### src/rtl/conv2d.sv
// Sequential NCHW 2-D convolution: one kernel tap per cycle, one write cycle per output point.
// Weights are fixed at 1 and biases at 0, so no coefficient storage or ports are needed.
module conv2d #(
   parameter int BATCH_SIZE   = 1,
   parameter int IN_CHANNELS  = 2,
   parameter int OUT_CHANNELS = 1,
   parameter int IN_HEIGHT    = 4,
   parameter int IN_WIDTH     = 4,
   parameter int KERNEL_SIZE  = 2,
   parameter int STRIDE       = 2,
   parameter int PADDING      = 0,
   parameter int DATA_WIDTH   = 32,
   parameter int ADDR_WIDTH   = 16
) (
   input  logic                  clk,
   input  logic                  rst,
   input  logic                  start,
   output logic                  done,
   output logic                  valid,
   output logic [ADDR_WIDTH-1:0] input_addr,
   input  logic [DATA_WIDTH-1:0] input_data,
   output logic                  input_en,
   output logic [ADDR_WIDTH-1:0] output_addr,
   output logic [DATA_WIDTH-1:0] output_data,
   output logic                  output_we,
   output logic                  output_en
);

   localparam int OutH = (IN_HEIGHT + 2 * PADDING - KERNEL_SIZE) / STRIDE + 1;
   localparam int OutW = (IN_WIDTH + 2 * PADDING - KERNEL_SIZE) / STRIDE + 1;
   localparam int CntW = 16;
   localparam logic [DATA_WIDTH-1:0] Weight = DATA_WIDTH'(1);
   localparam logic [DATA_WIDTH-1:0] Bias   = '0;

   typedef enum logic [1:0] {StIdle, StCompute, StWrite, StDone} state_e;

   state_e state_q, state_d;
   logic [CntW-1:0] b_q, b_d, oc_q, oc_d, oy_q, oy_d, ox_q, ox_d;
   logic [CntW-1:0] c_q, c_d, ky_q, ky_d, kx_q, kx_d;
   logic [DATA_WIDTH-1:0] acc_q, acc_d;

   int iy, ix;
   logic in_bounds;
   logic [ADDR_WIDTH-1:0] tap_addr, pt_addr;
   logic [DATA_WIDTH-1:0] prod;
   logic last_kx, last_ky, last_c, last_tap;
   logic last_ox, last_oy, last_oc, last_b, last_pt;

   // Tap coordinates may go negative or past the edge when PADDING > 0.
   always_comb begin
      iy = int'(oy_q) * STRIDE + int'(ky_q) - PADDING;
      ix = int'(ox_q) * STRIDE + int'(kx_q) - PADDING;
      in_bounds = (iy >= 0) && (iy < IN_HEIGHT) && (ix >= 0) && (ix < IN_WIDTH);
      tap_addr = ADDR_WIDTH'(((int'(b_q) * IN_CHANNELS + int'(c_q)) * IN_HEIGHT + iy)
                             * IN_WIDTH + ix);
      pt_addr = ADDR_WIDTH'(((int'(b_q) * OUT_CHANNELS + int'(oc_q)) * OutH + int'(oy_q))
                            * OutW + int'(ox_q));
      prod = input_data * Weight;
      last_kx  = (kx_q == CntW'(KERNEL_SIZE - 1));
      last_ky  = (ky_q == CntW'(KERNEL_SIZE - 1));
      last_c   = (c_q == CntW'(IN_CHANNELS - 1));
      last_tap = last_kx && last_ky && last_c;
      last_ox  = (ox_q == CntW'(OutW - 1));
      last_oy  = (oy_q == CntW'(OutH - 1));
      last_oc  = (oc_q == CntW'(OUT_CHANNELS - 1));
      last_b   = (b_q == CntW'(BATCH_SIZE - 1));
      last_pt  = last_ox && last_oy && last_oc && last_b;
   end

   always_comb begin
      state_d     = state_q;
      b_d         = b_q;
      oc_d        = oc_q;
      oy_d        = oy_q;
      ox_d        = ox_q;
      c_d         = c_q;
      ky_d        = ky_q;
      kx_d        = kx_q;
      acc_d       = acc_q;
      done        = 1'b0;
      valid       = 1'b0;
      input_en    = 1'b0;
      input_addr  = '0;
      output_addr = '0;
      output_data = '0;
      output_we   = 1'b0;
      output_en   = 1'b0;

      case (state_q)
         StIdle, StDone: begin
            done = (state_q == StDone);
            if (start) begin
               state_d = StCompute;
               b_d     = '0;
               oc_d    = '0;
               oy_d    = '0;
               ox_d    = '0;
               c_d     = '0;
               ky_d    = '0;
               kx_d    = '0;
               acc_d   = '0;
            end
         end
         StCompute: begin
            input_en   = in_bounds;
            input_addr = in_bounds ? tap_addr : '0;
            acc_d      = acc_q + (in_bounds ? prod : '0);
            if (last_kx) begin
               kx_d = '0;
               if (last_ky) begin
                  ky_d = '0;
                  c_d  = last_c ? '0 : c_q + CntW'(1);
               end else begin
                  ky_d = ky_q + CntW'(1);
               end
            end else begin
               kx_d = kx_q + CntW'(1);
            end
            if (last_tap) state_d = StWrite;
         end
         StWrite: begin
            valid       = 1'b1;
            output_we   = 1'b1;
            output_en   = 1'b1;
            output_addr = pt_addr;
            output_data = acc_q + Bias;
            acc_d       = '0;
            if (last_ox) begin
               ox_d = '0;
               if (last_oy) begin
                  oy_d = '0;
                  if (last_oc) begin
                     oc_d = '0;
                     b_d  = last_b ? '0 : b_q + CntW'(1);
                  end else begin
                     oc_d = oc_q + CntW'(1);
                  end
               end else begin
                  oy_d = oy_q + CntW'(1);
               end
            end else begin
               ox_d = ox_q + CntW'(1);
            end
            state_d = last_pt ? StDone : StCompute;
         end
         default: state_d = StIdle;
      endcase
   end

   always_ff @(posedge clk) begin
      if (rst) begin
         state_q <= StIdle;
         b_q     <= '0;
         oc_q    <= '0;
         oy_q    <= '0;
         ox_q    <= '0;
         c_q     <= '0;
         ky_q    <= '0;
         kx_q    <= '0;
         acc_q   <= '0;
      end else begin
         state_q <= state_d;
         b_q     <= b_d;
         oc_q    <= oc_d;
         oy_q    <= oy_d;
         ox_q    <= ox_d;
         c_q     <= c_d;
         ky_q    <= ky_d;
         kx_q    <= kx_d;
         acc_q   <= acc_d;
      end
   end

endmodule

### config.mk
export PLATFORM = sky130hd
export DESIGN_NAME = conv2d
export DESIGN_NICKNAME = d
export VERILOG_FILES = /design/src/rtl/conv2d.sv
export SDC_FILE = /design/constraint.sdc
export NUM_CORES = 1
export LEC_CHECK = 0
export ABC_AREA = 1
export BUFFER_PORTS_ARGS = -buffer_cell sky130_fd_sc_hd__buf_2
export CAP_MARGIN = 20
export CORE_AREA = 8 8 253 133
export CTS_BUF_LIST = sky130_fd_sc_hd__clkbuf_2 sky130_fd_sc_hd__clkbuf_4 sky130_fd_sc_hd__clkbuf_8
export DETAILED_ROUTE_END_ITERATION = 6
export DIE_AREA = 0 0 261 141
export GPL_ROUTABILITY_DRIVEN = 1
export PLACE_DENSITY_LB_ADDON = 0.3
export SLEW_MARGIN = 20
export SYNTH_ARGS = -nofsm -noshare
export SYNTH_HDL_FRONTEND = slang
export SYNTH_SLANG_ARGS = --single-unit
### constraint.sdc
create_clock -name clk -period 4.4 [get_ports clk]
set_clock_uncertainty 0.2 [all_clocks]
set_input_delay 0.44 -clock clk [delete_from_list [all_inputs] [get_ports clk]]
set_output_delay 0.44 -clock clk [all_outputs]
set_load 0.01 [all_outputs]
==> key figures <==
Status
  • Outcome: complete, but fails checks
  • Failing checks: DRC, setup timing

Timing
  • Final setup violation count: 53
  • Fin crit share: 120%
  • Relative slew slack: 36.4%
  • Hold Vio Cnt, Final: 0
  • Min Clock Period, post-route: 5.29 ns
  • Slew Viols, Final: 0
  • Setup ws final: -0.891 ns
  • RSZ-0062 raised after global routing: yes
  • Worst slew pin tran: 0.954 ns
  • Max Freq: 0.189 GHz

Yosys
  • Yosys synthesis warning count: 0
  • Synth top area cells: dfxtp_1, nand2_1, ha_1
  • Mapped Area: 14800 µm²
  • Synthesized Nets: 2600
  • Most common flop cell mapped by yosys: dfxtp_1
  • Asr flop ratio synth: 0%
  • Count of different cell masters after synthesis: 60
  • Mapped Cells: 2405
  • Yosys top cell by area: dfxtp_1
  • Yosys reg bits: 146
  • Syn avg cell area: 6.15 µm²
  • Post-synth top area share: 19.8%
  • Post-synth EDFFs: 0
  • Sequential share of the synthesized area: 19.8%

CTS
  • CTS tree: yes
  • Clk_lat worst skew: 0.51 ns
  • H-tree depth: 4
  • Reg clk slew, reported paths: 0.10 ns
  • Root Driver: clkbuf_8
  • Clock Sinks: 146
  • Total CTS buffers: 17
  • Max Root-Sink Buffers: 2

Min path
  • Worst Hold Class: primary input to register

Floorplanning
  • Die Y: 141 µm
  • Boundary Pins: 104
  • Num rows: 45
  • Die Span X: 261 µm
  • Initial Util: 49.4%
  • Area of the die: 36800 µm²
  • CORE AREA: 30000 µm²

Global route
  • First-pass GRT wire length: 88.8 mm
  • GRT Total Usage: 29.9%
  • Largest net degree at the start of global routing: 57
  • Initial antenna violation count: 0
  • Remaining Overflow, GRT: 0
  • Vias in the first global route: 17000

Pwr
  • Sequential Power Share: 30.2%
  • Clk pwr share: 24.2%
  • Internal: 2.76 mW
  • Leak: 10.7 nW
  • Switch share: 42.9%
  • Logic pwr share: 45.6%
  • Power, Total: 4.83 mW
  • Maximum vdd drop: 0.223 mV
  • Switch Pwr: 2.07 mW
  • PwrDens: 224 nW/µm²

Critical path
  • CP peak stage delay: 0.67 ns
  • Worst setup SP type: register
  • WS Path Type: register to primary output
  • Worst setup EP type: primary output
  • Critical path peak fanout: 4
  • Worst-path cell with the longest stage delay: fa_2
  • Critical path arrival: 4.65 ns
  • Worst EP required: 3.76 ns
  • Most frequent CP cell: nand2_1

Final layout
  • Commonest non-fill, non-tap cell in the layout: nand2_1
  • Area grow syn2layout: 46.0%
  • Ratio of cells with drive above 1 in the final layout: 33.1%
  • Finished Cell Area: 21600 µm²
  • ANT cells: 0
  • Commonest non-fill, non-tap cells in the layout: nand2_1, inv_1, buf_4, nor2_1, a21oi_1
  • Final nets: 3078

Job
  • Number of max-cap violations: 0

Place
  • Port bufs: 103
  • Pre-CTS setup slack: -0.356 ns
  • DP Area: 18000 µm²
  • Routability Congestion: 1.01
  • Post-DP HPWL: 43.2 mm

Drt
  • # DRC: 4
  • Avg WL per Cell: 18.9 µm
  • DR vias: 19000
  • Drt initial violations: 2280
  • Routed vias/inst: 5.76
  • Pre-Repair DR Iteration Count: 7
  • DRT Wirelength: 62.3 mm
  • Post-route ant nets: 0
path summary, 6_finish.rpt:
| kind | start | end | slack (ns) | cells past startpoint |
|---|---|---|---|---|
| worst min-delay path | input_data[31] | acc_q[31] | 0.21 | 5 |
| worst max-delay path | b_q[0] | input_addr[14] | -0.89 | 25 |
| worst max register to register | oy_q[0] | acc_q[26] | -0.59 | 34 |
| worst min register to register | c_q[14] | c_q[14] | 0.28 | 2 |
layer usage:
layer  routed length [µm]  GRT usage (%)  up-vias  part of all wire (%)
li1                     -              -     8808                     -
met1                26900           43.6     8776                    43
met2                25800           42.6     1157                    41
met3                 7440           7.61      229                    12
met4                 2280           8.23        0                   3.7
met5                    0              0        -                     0
power groups by stage:
stage	logic, mW	registers (mW)	clock network, mW
after CTS	1.70	1.45	1.16
after floorplan	0.976	1.45	0
after global routing	2.29	1.46	1.22
after detailed placement	1.55	1.47	0
final	2.20	1.46	1.17
after global placement	1.53	1.47	0
cell usage after synthesis (all sizes together) (23+ instances only):
cell	instances
dfxtp	146
nor2	264
nand4	43
inv	429
nand3	118
a31oi	27
o21ai	102
xor2	46
nor4	23
ha	151
a21oi	229
nand2	563
nor3	77
final cells by class:
type,instances,area [µm²]
repair buffers,492,3820
flip-flops and latches,146,2940
inverters,431,1660
clock buffers,19,249
well taps,399,499
repair inverters,2,18.8
fillers,2242,8370
clock inverters,12,158
multi-input cells,1793,12200
metrics by stage:
stage / std cells / TNS [ns] / hold WS (ns) / utilization [%]
2_1_floorplan: 2405 / 0 / 0.239 / -
3_3_place_gp: 3180 / -2.04 / 0.256 / 60.0
3_5_place_dp: 3180 / -3.53 / 0.263 / 60.0
4_1_cts: 3265 / -5.87 / 0.173 / 66.8
5_1_grt: 3294 / -28.13 / 0.220 / 72.1
6_report: 3294 / -21.33 / 0.213 / 72.1
sequential cells by signal, summed over array words and instances (netlist names):
name     count
state_q      2
oc_q        16
acc_q       32
c_q         16
ky_q        16
kx_q        16
oy_q        16
ox_q        16
b_q         16
timing repair:
item,CTS,global route
hold buffers,0,0
pin swaps,87,125
setup buffers,52,48
resized for setup,254,330
endpoints found under the setup margin,31,54
cloned,3,1
kinds of logic after synthesis:
| group | synth area share, % |
|---|---|
| and+or+nand+nor | 33.4 |
| adders and majority gates | 14.0 |
| xor gates and xnor gates | 4.03 |
| AOI/OAI and AO/OA | 16.7 |
| buffers and inverters | 12.1 |
| DFF | 19.8 |
worst max-delay path, delay by kind of cell, from the launching register on:
kind	cells	cell delay, ns
flip-flops	1	0.34
AND/OR/NAND/NOR	10	1.10
buffers and inverters	5	0.54
adder cells (fa/ha/maj)	4	1.43
XOR/XNOR	1	0.11
AO/OA/AOI/OAI	5	0.63
Note: power is estimated with default switching activity, not from simulation.
